## src/rtl/fetch_stage.sv

```systemverilog
// Purpose: IF stage of a 5-stage pipeline; owns the PC, the IF/ID register and the fetch counter.
// Latency: one cycle from an imem_ready word to IF/ID; a redirect moves the PC one cycle after its pulse.
// Backpressure: stall_f holds the PC and IF/ID; imem_ready=0 holds the PC and feeds bubbles downstream.
module fetch_stage #(
    parameter logic [31:0] RESET_PC  = 32'h0000_0000,
    parameter logic [31:0] NOP_INSTR = 32'h0000_0000
) (
    input  logic        i_clk,
    input  logic        i_reset,
    input  logic        i_stall_f,
    input  logic        i_flush_d,
    input  logic        i_pc_src_e,
    input  logic [31:0] i_branch_target_e,
    input  logic        i_jump_d,
    input  logic [31:0] i_jump_target_d,
    output logic [31:0] o_imem_addr,
    input  logic [31:0] i_imem_rdata,
    input  logic        i_imem_ready,
    output logic [31:0] o_pc_f,
    output logic [31:0] o_instr_d,
    output logic [31:0] o_pc_plus4_d,
    output logic        o_valid_d,
    output logic [31:0] o_fetch_count
);

    typedef enum logic [1:0] {
        S_IDLE       = 2'd0,
        S_FETCH      = 2'd1,
        S_WAIT       = 2'd2,
        S_WAIT_REDIR = 2'd3
    } state_t;

    state_t      r_state;
    state_t      w_state_next;
    logic [31:0] r_pc;
    logic [31:0] r_instr;
    logic [31:0] r_pc_plus4;
    logic        r_valid;
    logic [31:0] r_count;

    logic        w_redir;
    logic [31:0] w_target;
    logic [31:0] w_pc_inc;
    logic [31:0] w_pc_next;
    logic        w_take;
    logic        w_bubble;

    // Branch resolved in EX is older than a jump in ID, so it wins outright.
    assign w_redir  = i_pc_src_e | i_jump_d;
    assign w_target = i_pc_src_e ? i_branch_target_e : i_jump_target_d;
    assign w_pc_inc = r_pc + 32'd4;

    always_ff @(posedge i_clk or negedge i_reset) begin
        if (!i_reset) begin
            r_state <= S_IDLE;
        end else begin
            r_state <= w_state_next;
        end
    end

    always_comb begin
        w_state_next = r_state;
        case (r_state)
            S_IDLE:       w_state_next = S_FETCH;
            S_FETCH:      if (!i_imem_ready) w_state_next = w_redir ? S_WAIT_REDIR : S_WAIT;
            S_WAIT: begin
                if (i_imem_ready)  w_state_next = S_FETCH;
                else if (w_redir)  w_state_next = S_WAIT_REDIR;
            end
            S_WAIT_REDIR: if (i_imem_ready) w_state_next = S_FETCH;
            default:      w_state_next = S_IDLE;
        endcase
    end

    always_comb begin
        w_pc_next = r_pc;
        w_take    = 1'b0;
        w_bubble  = 1'b0;
        case (r_state)
            S_FETCH, S_WAIT: begin
                if (w_redir) begin
                    w_pc_next = w_target;
                    w_bubble  = 1'b1;
                end else if (i_stall_f) begin
                    w_bubble  = i_flush_d;
                end else if (!i_imem_ready) begin
                    w_bubble  = 1'b1;
                end else begin
                    w_pc_next = w_pc_inc;
                    w_take    = !i_flush_d;
                    w_bubble  = i_flush_d;
                end
            end
            // IDLE and WAIT_REDIR never accept a word: IF/ID is already a bubble,
            // and in WAIT_REDIR the arriving word belongs to the abandoned path.
            default: begin
                if (w_redir) w_pc_next = w_target;
                w_bubble = 1'b1;
            end
        endcase
    end

    always_ff @(posedge i_clk or negedge i_reset) begin
        if (!i_reset) begin
            r_pc       <= RESET_PC;
            r_instr    <= NOP_INSTR;
            r_pc_plus4 <= 32'd0;
            r_valid    <= 1'b0;
            r_count    <= 32'd0;
        end else begin
            r_pc <= w_pc_next;
            if (w_take) begin
                r_instr    <= i_imem_rdata;
                r_pc_plus4 <= w_pc_inc;
                r_valid    <= 1'b1;
                r_count    <= r_count + 32'd1;
            end else if (w_bubble) begin
                r_instr    <= NOP_INSTR;
                r_pc_plus4 <= 32'd0;
                r_valid    <= 1'b0;
            end
        end
    end

    assign o_imem_addr   = r_pc;
    assign o_pc_f        = r_pc;
    assign o_instr_d     = r_instr;
    assign o_pc_plus4_d  = r_pc_plus4;
    assign o_valid_d     = r_valid;
    assign o_fetch_count = r_count;

endmodule
```

## config.mk

```make
export PLATFORM = sky130hd
export DESIGN_NAME = fetch_stage
export DESIGN_NICKNAME = d
export VERILOG_FILES = /design/src/rtl/fetch_stage.sv
export SDC_FILE = /design/constraint.sdc
export NUM_CORES = 1
export LEC_CHECK = 0
export CAP_MARGIN = 20
export CORE_MARGIN = 3
export CORE_UTILIZATION = 42
export CTS_CLUSTER_SIZE = 10
export DETAILED_ROUTE_END_ITERATION = 10
export PLACE_DENSITY = 0.88
export RECOVER_POWER = 100
export SETUP_SLACK_MARGIN = 0.2
export SYNTH_ARGS = -nofsm -noshare
export SYNTH_HDL_FRONTEND = slang
export SYNTH_SLANG_ARGS = --single-unit
```

## constraint.sdc

```tcl
create_clock -name i_clk -period 3.9 [get_ports i_clk]
set_input_delay 0.78 -clock i_clk [delete_from_list [all_inputs] [get_ports i_clk]]
set_output_delay 0.78 -clock i_clk [all_outputs]
set_load 0.02 [all_outputs]
```

### Yosys cells after proc, flatten, opt, wreduce, memory -nomap -nowiden

Cells that the tools add are included.

* word-level logic and storage cells: 49
* register bits: 131

* equal/unequal tests: 7
* bitwise logic cells: 1
* mux-type cells: 25
* reduce and logical (&&, ||, !) cells: 8
* add/subtract/negate cells: 2

Operator list (count)
* 32-bit 2-to-1 mux: 9
* 32-bit by 1-bit adder with 32-bit output (second input constant): 1
* 32-bit by 3-bit adder with 32-bit output (second input constant): 1
* 1-bit 2-to-1 mux: 11
* 2-bit 2-to-1 mux: 4
* 2-bit one-hot mux with 4 select lines: 1
* 3-bit AND reduction: 2
* 2-bit nonzero test: 3
* 2-bit equality test (second input constant): 2
* 2-bit != test (second input constant): 2
* 3-bit != test (second input constant): 1
* 2-bit by 1-bit equality test with 1-bit output (second input constant): 1
* 2-bit logical NOT: 1
* 2-bit by 1-bit != test with 1-bit output (second input constant): 1
* 2-bit OR reduction: 1
* 1-bit logical NOT: 1
* 1-bit bitwise OR: 1

### Depth between registers and ports, before layout

* word-level depth: 6
* gate-level depth with buffers: 9
* depth with buffers taken out: 7

### Worst setup path after synthesis

No wires, ideal clock.

* kind: input-to-reg
* start: input port i_jump_d
* end: register r_count[29] (netlist: o_fetch_count[29])
* required time: 3.770 ns
* arrival time: 2.318 ns
* slack: 1.452 ns
* library setup time: 0.130 ns
* buffers on the path: 3
* stages on the path: 8
* path through: buf_2 or2_1 buf_2 nor4_4 and3_1 buf_4 nand4_1 xnor2_1

* word-level cells in the longest chain between the ends: 3

Ends and longest elaborated chain
* from (decl): line 14 `input logic i_jump_d,`
* 1-bit bitwise OR: line 49 `assign w_redir = i_pc_src_e | i_jump_d;`
* 1-bit 2-to-1 mux: line 81 `if (w_redir) begin`
* 1-bit 2-to-1 mux: line 79 `case (r_state)`
* to (signal assigned): line 116 `r_count <= r_count + 32'd1;`
* to (decl): line 39 `logic [31:0] r_count;`

Every way passes these cells.
A chain may end at the register's enable or synchronous reset.

### Worst setup path in the final report

* start: input port i_jump_d
* end: register r_pc[26] (netlist: o_imem_addr[26])

* word-level cells in the longest chain between the ends: 3
* elaborated cells on any way between the ends: 7
* those cells by class: 1 x eq/ne; 2 x mux; 1 x bitwise; 3 x reduce/logical

Ends and longest elaborated chain
* 1-bit bitwise OR *: line 49
* 2-bit by 1-bit != test with 1-bit output (no line), or another cell as far along
* 3-bit AND reduction (no line) or 32-bit 2-to-1 mux (tied branches)
* to (signal assigned): line 111 `r_pc <= w_pc_next;`
* to (decl): line 35 `logic [31:0] r_pc;`

Every way passes the cells marked *; elsewhere a longest branch is shown, timed or not.

==> impl_metrics.py <==
metrics = {
    "outcome": {
        "run_status": "finished with violations",
        "violations": "capacitance limit, slew limit",
    },
    "yosys": {
        "syn_area_mm2": 0.00669,
        "yosys_register_bits": 131,
        "seq_area_frac_synth": 0.490,
        "asyncSetResetFlopFracSynth": 1.00,
        "synth-warning-count": 0,
        "synth_edf_count": 0,
        "synth_fp_nets": 772,
        "synthesis.area_per_instance_um2": 10.1,
        "cell_count_after_synthesis": 664,
        "post_synth_num_cell_types": 51,
        "synth_flop_cell": "sky130_fd_sc_hd__dfrtp_1",
    },
    "grt": {
        "grt_max_degree": 98,
        "antenna_found_initial": 0,
        "grt_overflow_total": 0,
        "track_usage": 0.243,
        "first_global_vias": 6343,
        "grt_first_pass_wirelength_mm": 34.0,
    },
    "run": {
        "drv_cap": 1,
    },
    "routing": {
        "routed_wl_mm": 21.4,
        "detail_route.drc_violations": 0,
        "detailedRoute.firstPassIterationCount": 5,
        "drt_iter0_drc": 478,
        "dr_total_vias": 6235,
        "wl_per_cell_um": 19.3,
        "antenna_left": 0,
        "vias_per_cell": 5.62,
    },
    "sta": {
        "transition_at_the_pin_with_the_smallest_max_transition_slack_ns": 2.44,
        "worst_slew_margin_rel": -0.625,
        "layout_min_cycle_time_ns": 3.23,
        "finalClockSkew_ns": 0.00886,
        "fin_max_slew_vios": 97,
        "finalSetupViolCount": 0,
        "timing.final.hold_violations": 0,
        "unrepaired_setup_endpoints_after_global_routing": "no",
        "totalNegativeSetupSlack_ns": 0,
        "post-route-period-util": 0.829,
        "max_clock_freq_ghz": 0.309,
    },
    "clock_tree": {
        "number_of_buffers_on_the_longest_clock_path": 2,
        "cts_max_level": 4,
        "clockRootBuffer": "sky130_fd_sc_hd__clkbuf_16",
        "cts_resized": 0,
        "cts.sinks": 131,
        "clk-insertion-delay-late_ns": 0.41,
        "path_clk_slew_ns": 0.06,
        "hold_buffers_post_cts": 0,
        "tritoncts_clock_tree": "yes",
        "cts.repair_timing.setup_buffer_count": 0,
        "cts_inserted_buffers": 17,
    },
    "floorplanning": {
        "initial_standard_cell_utilization_of_the_core": 0.435,
        "die-height_um": 132,
        "rows": 45,
        "ioPinCount": 264,
        "die_area_mm2": 0.0175,
        "floorplan.core_area_mm2": 0.0154,
        "die_w_um": 132,
    },
    "critical_path": {
        "crit_path_max_fanout": 20,
        "timing.critical_path.required_ns": 4.22,
        "critPathArrivalTime_ns": 3.56,
        "endpoint_kind": "flip-flop",
        "worst-setup-path-type": "in2reg",
        "setup.worst_path.start_class": "primary input",
    },
    "hold_path": {
        "worstHoldPathType": "reg2reg",
    },
    "layout": {
        "insertedDiodeCount": 0,
        "mostFrequentLayoutCell": "sky130_fd_sc_hd__dlygate4sd3_1",
        "layout.area.seq_mm2": 0.00328,
        "synthToLayoutAreaGrowth_pct": 47.3,
        "non_filler_instance_count_after_layout": 1110,
        "layout_cell_share_with_drive_strength_beyond_1": 0.0656,
        "layout_common_cells": "sky130_fd_sc_hd__dlygate4sd3_1 (162), sky130_fd_sc_hd__dfrtp_1 (131), sky130_fd_sc_hd__clkdlybuf4s50_1 (100), sky130_fd_sc_hd__nand2_1 (67), sky130_fd_sc_hd__xnor2_1 (44)",
        "layout.filler_cells": 1211,
        "nets": 994,
        "multiInputGateArea_mm2": 0.00296,
    },
    "placement": {
        "placed_cells_incl_taps": 1078,
        "place_hpwl_mm": 15.5,
        "gp_congestion": 0.911,
        "placement.io_buffers": 263,
    },
    "power": {
        "power_density_mw_per_mm2": 451,
        "vdd.ir_drop.worst_mv": 0.328,
        "cellLeakagePower_nw": 4.36,
    },
}
## flip-flops by register name (all words and copies together) (netlist names)
signal,flops
r_state,2
o_valid_d,1
o_fetch_count,32
o_imem_addr,32
o_instr_d,32
o_pc_plus4_d,32
## kinds of logic after synthesis
kind of cell	after synthesis	share of synthesized area
AOI/OAI and AO/OA	150	0.153
xor gates and xnor gates	62	0.0812
adders and majority gates	5	0.00936
buffers and inverters	79	0.0672
DFF	131	0.490
muxes	20	0.0312
and+or+nand+nor	217	0.168
## critical path, cell delays in order
cell                            delay [ns]
sky130_fd_sc_hd__dlygate4sd3_1        0.64
sky130_fd_sc_hd__clkbuf_1             0.28
sky130_fd_sc_hd__nor2_1               0.63
sky130_fd_sc_hd__nand2_1              0.64
sky130_fd_sc_hd__and4_1               0.42
sky130_fd_sc_hd__nor3_1               0.16
## cells in the mapped netlist, drive strengths merged (7+ instances only)
| cell type | instances | area (µm²) |
|---|---|---|
| nor3 | 26 | 145 |
| and3 | 11 | 68.8 |
| and4 | 9 | 78.8 |
| mux2 | 7 | 78.8 |
| o21ai | 36 | 180 |
| a22o | 38 | 333 |
| nand4 | 18 | 113 |
| dfrtp | 131 | 3280 |
| mux2i | 13 | 130 |
| a211oi | 10 | 75.1 |
| xnor2 | 44 | 385 |
| buf | 47 | 328 |
| xor2 | 18 | 158 |
| o22ai | 17 | 106 |
| nor2 | 36 | 138 |
| a21oi | 26 | 130 |
| clkbuf | 27 | 103 |
| nand3 | 28 | 150 |
| nand2 | 67 | 251 |
## power breakdown
part	leakage [nW]	internal, mW	total (mW)	switching (mW)
combinational	2.33	0.530	1.21	0.677
clock	0.288	0.972	1.57	0.596
sequential	1.74	1.47	1.66	0.198
total	4.36	2.97	4.44	1.47
## cell type report
cell class	instances	share of cell area
Timing Repair Buffer	277	0.278
Inverter	5	0.00191
Clock inverter	13	0.0137
Tap cell	211	0.0268
Multi-Input combinational cell	454	0.301
Clock buffer	19	0.0460
Sequential cell	131	0.333
## per-layer routing
layer	share of wire	track usage	vias to the layer above	wire length, µm
met2	0.47	0.396	355	10200
met3	0.095	0.0660	52	2030
met1	0.40	0.310	2993	8620
met5	0	0	-	0
met4	0.028	0.0947	0	603
li1	-	-	2835	-
## path summary, 6_finish.rpt
kind                            cells past startpoint                end       startpoint  slack [ns]
worst max-delay path                                6    o_imem_addr[26]         i_jump_d        0.67
worst min-delay path                                2    o_pc_plus4_d[5]  o_pc_plus4_d[5]        0.47
worst max register to register                      7  o_fetch_count[31]       r_state[0]        1.11
worst min register to register                      2    o_pc_plus4_d[5]  o_pc_plus4_d[5]        0.47
max in group asynchronous                           1   o_pc_plus4_d[18]          i_reset        1.36
min in group asynchronous                           1       o_instr_d[4]          i_reset        1.12
## stage by stage
stage               total power [mW]  worst slack [ns]  cell area, µm²  hold slack [ns]  utilization
global placement                2.93             0.717            9300            0.462        0.605
global route                    4.63             0.466            9850            0.502        0.641
CTS                             4.54              1.09            9890            0.484        0.643
finish                          4.44             0.668            9850            0.473        0.641
floorplan                       2.39              1.45            6690            0.484            -
detailed placement              2.96             0.661            9300            0.470        0.605
No activity file was read; power rests on OpenSTA's default activity.
